--- src/rtl/slave_mem.sv ---
// Slave write port with a configurable wait-state handshake and an 8x3 register array.
// A debug read port returns mem[rd_addr] with one cycle of latency.
module slave_mem (
    input  logic       clk,
    input  logic       rst_n,
    input  logic       valid,
    input  logic [2:0] addr_in,
    input  logic [2:0] value_in,
    input  logic [1:0] wait_cfg,
    input  logic [2:0] rd_addr,
    output logic       ready,
    output logic [2:0] rd_data,
    output logic [7:0] wr_count,
    output logic       busy
);

    typedef enum logic [1:0] {
        S_IDLE,
        S_WAIT,
        S_ACK,
        S_HOLD
    } state_t;

    state_t     r_state;
    logic [1:0] r_wait_cnt;
    logic       r_ready;
    logic       r_busy;
    logic [2:0] r_mem [0:7];
    logic [2:0] r_rd_data;
    logic [7:0] r_wr_count;
    logic       w_handshake;

    assign w_handshake = (r_state == S_ACK) && valid;

    // ready/busy are registered alongside the state so they decode the next state directly.
    always_ff @(posedge clk or negedge rst_n) begin
        if (!rst_n) begin
            r_state    <= S_IDLE;
            r_wait_cnt <= '0;
            r_ready    <= 1'b0;
            r_busy     <= 1'b0;
        end else begin
            case (r_state)
                S_IDLE: begin
                    if (valid) begin
                        r_busy <= 1'b1;
                        if (wait_cfg == 2'd0) begin
                            r_state <= S_ACK;
                            r_ready <= 1'b1;
                        end else begin
                            r_state    <= S_WAIT;
                            r_wait_cnt <= wait_cfg;
                            r_ready    <= 1'b0;
                        end
                    end
                end
                S_WAIT: begin
                    if (r_wait_cnt == 2'd1) begin
                        r_state    <= S_ACK;
                        r_wait_cnt <= '0;
                        r_ready    <= 1'b1;
                    end else begin
                        r_wait_cnt <= r_wait_cnt - 2'd1;
                    end
                end
                S_ACK: begin
                    r_ready <= 1'b0;
                    if (valid) begin
                        r_state <= S_HOLD;
                        r_busy  <= 1'b1;
                    end else begin
                        r_state <= S_IDLE;
                        r_busy  <= 1'b0;
                    end
                end
                S_HOLD: begin
                    r_state <= S_IDLE;
                    r_ready <= 1'b0;
                    r_busy  <= 1'b0;
                end
                default: begin
                    r_state    <= S_IDLE;
                    r_wait_cnt <= '0;
                    r_ready    <= 1'b0;
                    r_busy     <= 1'b0;
                end
            endcase
        end
    end

    // Read samples the array before this edge's write lands, giving old data on collision.
    always_ff @(posedge clk or negedge rst_n) begin
        if (!rst_n) begin
            r_mem      <= '{default: '0};
            r_rd_data  <= '0;
            r_wr_count <= '0;
        end else begin
            r_rd_data <= r_mem[rd_addr];
            if (w_handshake) begin
                r_mem[addr_in] <= value_in;
                r_wr_count     <= r_wr_count + 8'd1;
            end
        end
    end

    assign ready    = r_ready;
    assign busy     = r_busy;
    assign rd_data  = r_rd_data;
    assign wr_count = r_wr_count;

endmodule

--- config.mk ---
export PLATFORM = sky130hd
export DESIGN_NAME = slave_mem
export DESIGN_NICKNAME = d
export VERILOG_FILES = /design/src/rtl/slave_mem.sv
export SDC_FILE = /design/constraint.sdc
export NUM_CORES = 1
export LEC_CHECK = 0
export CORE_MARGIN = 4
export CORE_UTILIZATION = 53
export DETAILED_ROUTE_END_ITERATION = 6
export PLACE_DENSITY_LB_ADDON = 0.1
export SLEW_MARGIN = 5
export SYNTH_ARGS = -nofsm -noshare
export SYNTH_HDL_FRONTEND = slang
export SYNTH_SLANG_ARGS = --single-unit
export TNS_END_PERCENT = 1
--- constraint.sdc ---
create_clock -name clk -period 2.2 [get_ports clk]
set_input_delay 0.66 -clock clk [delete_from_list [all_inputs] [get_ports clk]]
set_output_delay 0.66 -clock clk [all_outputs]
set_load 0.1 [all_outputs]
# ---- Word-level counts from Yosys, hierarchy flattened
# Index checks and enable logic that the tools add are counted.
# W data, S select, Z words.
dict set report word_totals {
  regBits 41
  inputBits 14
  out_inout_bits 13
  word_cells 60
}
dict set report classes {
  n_addsub 2
  magnitude_cmp 3
  n_eq_ne 7
  muxes 22
  bitwise 2
  n_reduce_logical 10
}
# op count
set op_table {}
lappend op_table {{$bwmux W24} 1}
lappend op_table {{$mux W2} 7}
lappend op_table {{$bmux W3 S3} 1}
lappend op_table {{$demux W3 S3} 1}
lappend op_table {{$mux W3} 3}
lappend op_table {{$add A8 B1 Y8 const B} 1}
lappend op_table {{$ge A4 B4 Y1 const B} 2}
lappend op_table {{$not A3 Y4} 2}
lappend op_table {{$pmux W2 S4} 1}
lappend op_table {{$ne A2 B2 Y1 const B} 3}
lappend op_table {{$pmux W1 S3} 2}
lappend op_table {{$mux W1} 5}
lappend op_table {{$eq A2 B1 Y1 const B} 2}
lappend op_table {{$eq A2 B2 Y1 const B} 2}
lappend op_table {{$logic_not A2 Y1} 2}
lappend op_table {{$lt A4 B1 Y1 const B} 1}
lappend op_table {{$pmux W2 S2} 1}
lappend op_table {{$reduce_and A2 Y1} 2}
lappend op_table {{$reduce_and A3 Y1} 1}
lappend op_table {{$reduce_bool A3 Y1} 1}
lappend op_table {{$logic_and A1 B1 Y1} 2}
lappend op_table {{$reduce_bool A2 Y1} 1}
lappend op_table {{$reduce_or A2 Y1} 1}
lappend op_table {{$sub A2 B1 Y2 const B} 1}

# ---- Longest topological paths before layout
dict set report depth {
  word_depth 6
  depth_mapped 5
  ltp_nobuf 5
}

# ---- Worst setup path before layout
# OpenSTA, ideal clock, no wires.
dict set report synth_path {
  path_kind {input -> register}
  start {input addr_in[1]}
  end {register r_mem[21] (netlist bit)}
  setup_ns 0.125
  arrival_ns 1.789
  required_time_ns 2.075
  setup_slack_ns 0.286
  stages 3
  path_buffers 0
  path_cell_list {or3b_4 or4_4 mux2_4}
}
dict set report synth_via {
  elab_chain_cells 6
  word_cells_on_any_way 7
  cone_classes {2 x order compare; 3 x mux; 1 x bitwise; 1 x reduce/logical}
}
# element line
set synth_lines {}
lappend synth_lines {{start: declaration} 7} ;# input logic [2:0] addr_in,
lappend synth_lines {{$not A3 Y4 (implied by the code) *} 100} ;# r_mem[addr_in] <= value_in;
lappend synth_lines {{$ge A4 B4 Y1 (implied by the code) or $lt A4 B1 Y1 (tied branches)} 100}
lappend synth_lines {{$logic_and A1 B1 Y1 (implied by the code)} 100}
lappend synth_lines {{$mux W3 (implied by the code)} 100}
lappend synth_lines {{$demux W3 S3 *} 100}
lappend synth_lines {{$bwmux W24 *} 100}
lappend synth_lines {{end signal: indexed assignment} 100}
lappend synth_lines {{end: declaration} 28} ;# logic [2:0] r_mem [0:7];
# Mark *: on every way between the ends. The rest lies on a longest branch, timed or not.
# A chain may end at the register's enable or synchronous reset.

# ---- Worst setup path after layout
# Ends and elaborated chain as after synthesis.

==> results.md <==
* Status: complete, no violations
* Area growth, synth to finish at 29.1%
* IR Drop Worst-Case VDD at 1070 uV
* Critical Path Source: addr_in[1]
* GRT Residual Overflow at 0
* Cell area after synthesis at around 0.0019 mm^2
* Deepest level of the CTS H-tree at 2
* Number of iterations in the first detailed-routing pass at 4
* Leakage power at ~0.0011 uW
* Final critical delay including setup and external delays at 2.03 ns
* Capturing element type of the critical path: register
* Tightest Hold Check Type: in -> async
* Overall power consumption at between 3000 and 4000 uW
* Vias/cell at 5.62
* Sinks on Clock Net at 41
* Net count after synthesis at 150
* Arrival time at the worst endpoint at about 2.3 ns
* Antenna violations before repair at 0
* Total CTS buffers at 5
* Flop2flop setup slack at about 0.35 ns
* Die Span Y at slightly below 70 um
* Setup repair after global routing missed its margin: false
* Required time of the critical path at approximately 2.5 ns
* Final hold vios at 0
* Via count of the first global-routing pass at about 1300
* Antenna Cells at 0
* DRC marker count from the first detailed-route iteration at 86
* Area of the core at approximately 0.0034 mm^2
* Clock root buffer: sky130_fd_sc_hd__clkbuf_4
* Hold buffer count at cts at 0
* Average cell area after synthesis at around 14 um^2
* Die area at between 0.004 and 0.005 mm^2
* Post-route clock skew at about 0.011 ns
* Number of vias in the routed layout at around 1300
* Layout fillers at 260
* Number of violations of the max-capacitance limit at 0
* Layout cells sized above 1 at around two fifths
* Clock slew at the register clock pins of the worst setup and hold paths at roughly 0.12 ns
* Number of endpoints failing setup at the final stage at 0
* Count of instances resized after the clock tree is built at 0
* Number of warnings issued by yosys at 0
* Wire length of the first global-routing pass at between 6 and 7 mm
* Share of the clock period used by the worst path at between 90% and 100%
* Cell count after synthesis at 134
* Critical R2R Capture: r_mem[21]$_DFFE_PN0P_
* Power per cell area at about 1300 mW/mm^2
* Remaining max-slew budget at the tightest pin at around two thirds
* Number of setup buffers added after CTS at 0
* Logic depth of the worst register-to-register path at 3
* Maximum number of pins on one net before global-route repair at 42
* Row Count at 21
* Final Max Slew Viols at 0
* Post-Route WL at 3.68 mm
* Remaining design rule violation count at 0
* Number of port buffers at 26
* Number of nets with antenna violations after detailed routing at 0
* Start of the worst register-to-register path: r_state[1]$_DFFE_PN0P_
* FMAX at slightly below 500 MHz
* Number of top-level design ports at 27
* Initial core utilization at between 50% and 60%
* Flip-flop and latch count after synthesis at 41
* Leading cell type in the layout, fill and taps excluded: sky130_fd_sc_hd__dfrtp_1
* Max Root-Sink Buffers at 2
* Number of nets in the finished design at approximately 190
* Total Routing Usage GR at between 15 and 20%
* Worst Path Max Fanout at 3
* Category of the most critical setup path: in -> reg
* Die Wd at slightly below 70 um
* Number of distinct library cell variants in the gate-level netlist after synthesis at 28
* Sequential share of the synthesized area at between 50% and 60%
* Drt wl/cell at 16.5 um
* Setup tns final at 0 ns
* Hpwl dp at approximately 2.7 mm
* Most frequent cells in the layout: sky130_fd_sc_hd__dfrtp_1 (41), sky130_fd_sc_hd__mux2_2 (27), sky130_fd_sc_hd__buf_4 (17)
* Nature of the critical path startpoint: input pin
* Latest clock arrival within the worst-skew pair at 0.35 ns
* CTS tree: built
* Final core utilization at a little under three quarters
* RD Place Congestion at just over 0.8
* Transition time of the tightest slew-check pin at between 0.5 and 0.6 ns
[state kept, by name, indices dropped and copies added (netlist names)]
name,cells
r_wait_cnt,2
rd_data,3
wr_count,8
r_mem,24
r_state,2
busy,1
ready,1
[layer usage]
layer / routed length, um / global-route usage [%] / part of all wire (%) / vias to the layer above
li1: - / - / - / 571
met1: 1590 / 24.5 / 43 / 636
met2: 1830 / 31.2 / 50 / 41
met3: 204 / 6.32 / 5.5 / 6
met4: 61 / 7.59 / 1.7 / 0
met5: 0 / 0 / 0 / -
[logic make-up (layout without fill, tap and decap cells)]
kind of cell / count (synthesis) / after routing / share of synthesized area (%)
DFF: 41 / 41 / 55.1
adders and majority gates: 2 / 2 / 1.34
muxes: 38 / 38 / 27.1
buffers and inverters: 7 / 50 / 1.55
AOI/OAI and AO/OA: 10 / 10 / 3.23
and+or+nand+nor: 29 / 29 / 8.40
xor gates and xnor gates: 7 / 7 / 3.29
[synthesized netlist by cell type, drive strengths merged]
master / n / area share, %
a21oi: 2 / 0.54
buf: 2 / 0.54
clkbuf: 1 / 0.20
dfrtp: 41 / 55
ha: 2 / 1.3
inv: 4 / 0.81
mux2: 30 / 19
mux2i: 2 / 1.1
mux4: 6 / 7.3
nand2: 6 / 1.2
nand3: 2 / 0.54
nand3b: 3 / 1.2
nand4b: 1 / 0.47
nor2: 8 / 1.6
nor2b: 1 / 0.34
nor3: 4 / 1.1
nor4: 1 / 0.34
o211ai: 1 / 0.40
o21ai: 4 / 1.1
o22ai: 1 / 0.34
o311ai: 1 / 0.47
o31ai: 1 / 0.40
or3b: 1 / 0.60
or4: 2 / 1.0
xnor2: 2 / 0.94
xor2: 5 / 2.4
[worst max path at each step]
stage                     slack (ns)  cells past startpoint                     to
after floorplan                 0.29                      3  r_mem[21]$_DFFE_PN0P_
final                           0.17                      4  r_mem[21]$_DFFE_PN0P_
after global routing            0.16                      5   r_mem[8]$_DFFE_PN0P_
after CTS                       0.18                      4  r_mem[21]$_DFFE_PN0P_
after global placement         -0.18                      4  r_mem[21]$_DFFE_PN0P_
after detailed placement       -0.21                      4  r_mem[21]$_DFFE_PN0P_
[power breakdown]
group	total [uW]	internal, uW	switching [uW]
Combinational	1340	626	714
Clock	508	271	236
Sequential	1320	1070	245
Total	3170	1970	1200
[metrics by stage]
step | setup WS, ns | hold slack (ns) | cells | area (um^2)
6_report | 0.174 | 0.347 | 223 | 2400
5_1_grt | 0.161 | 0.373 | 223 | 2400
4_1_cts | 0.183 | 0.356 | 223 | 2400
3_5_place_dp | -0.208 | 0.490 | 215 | 2320
3_3_place_gp | -0.176 | 0.485 | 215 | 2320
2_1_floorplan | 0.286 | 0.364 | 134 | 1860
[area by class of cell]
type | count | area (um^2) | share of cell area [%]
Sequential cell | 41 | 1030 | 42.7
Multi-Input combinational cell | 86 | 807 | 33.6
Timing Repair Buffer | 38 | 413 | 17.2
Tap cell | 46 | 57.6 | 2.39
Clock buffer | 7 | 55.1 | 2.29
Clock inverter | 1 | 30.0 | 1.25
Inverter | 4 | 15.0 | 0.625
[worst max-delay path: stages]
cell	delay, ns
sky130_fd_sc_hd__clkdlybuf4s50_1	0.43
sky130_fd_sc_hd__or3b_4	0.39
sky130_fd_sc_hd__or4_4	0.47
sky130_fd_sc_hd__mux2_4	0.32
Note: power is estimated with default switching activity, not from simulation.
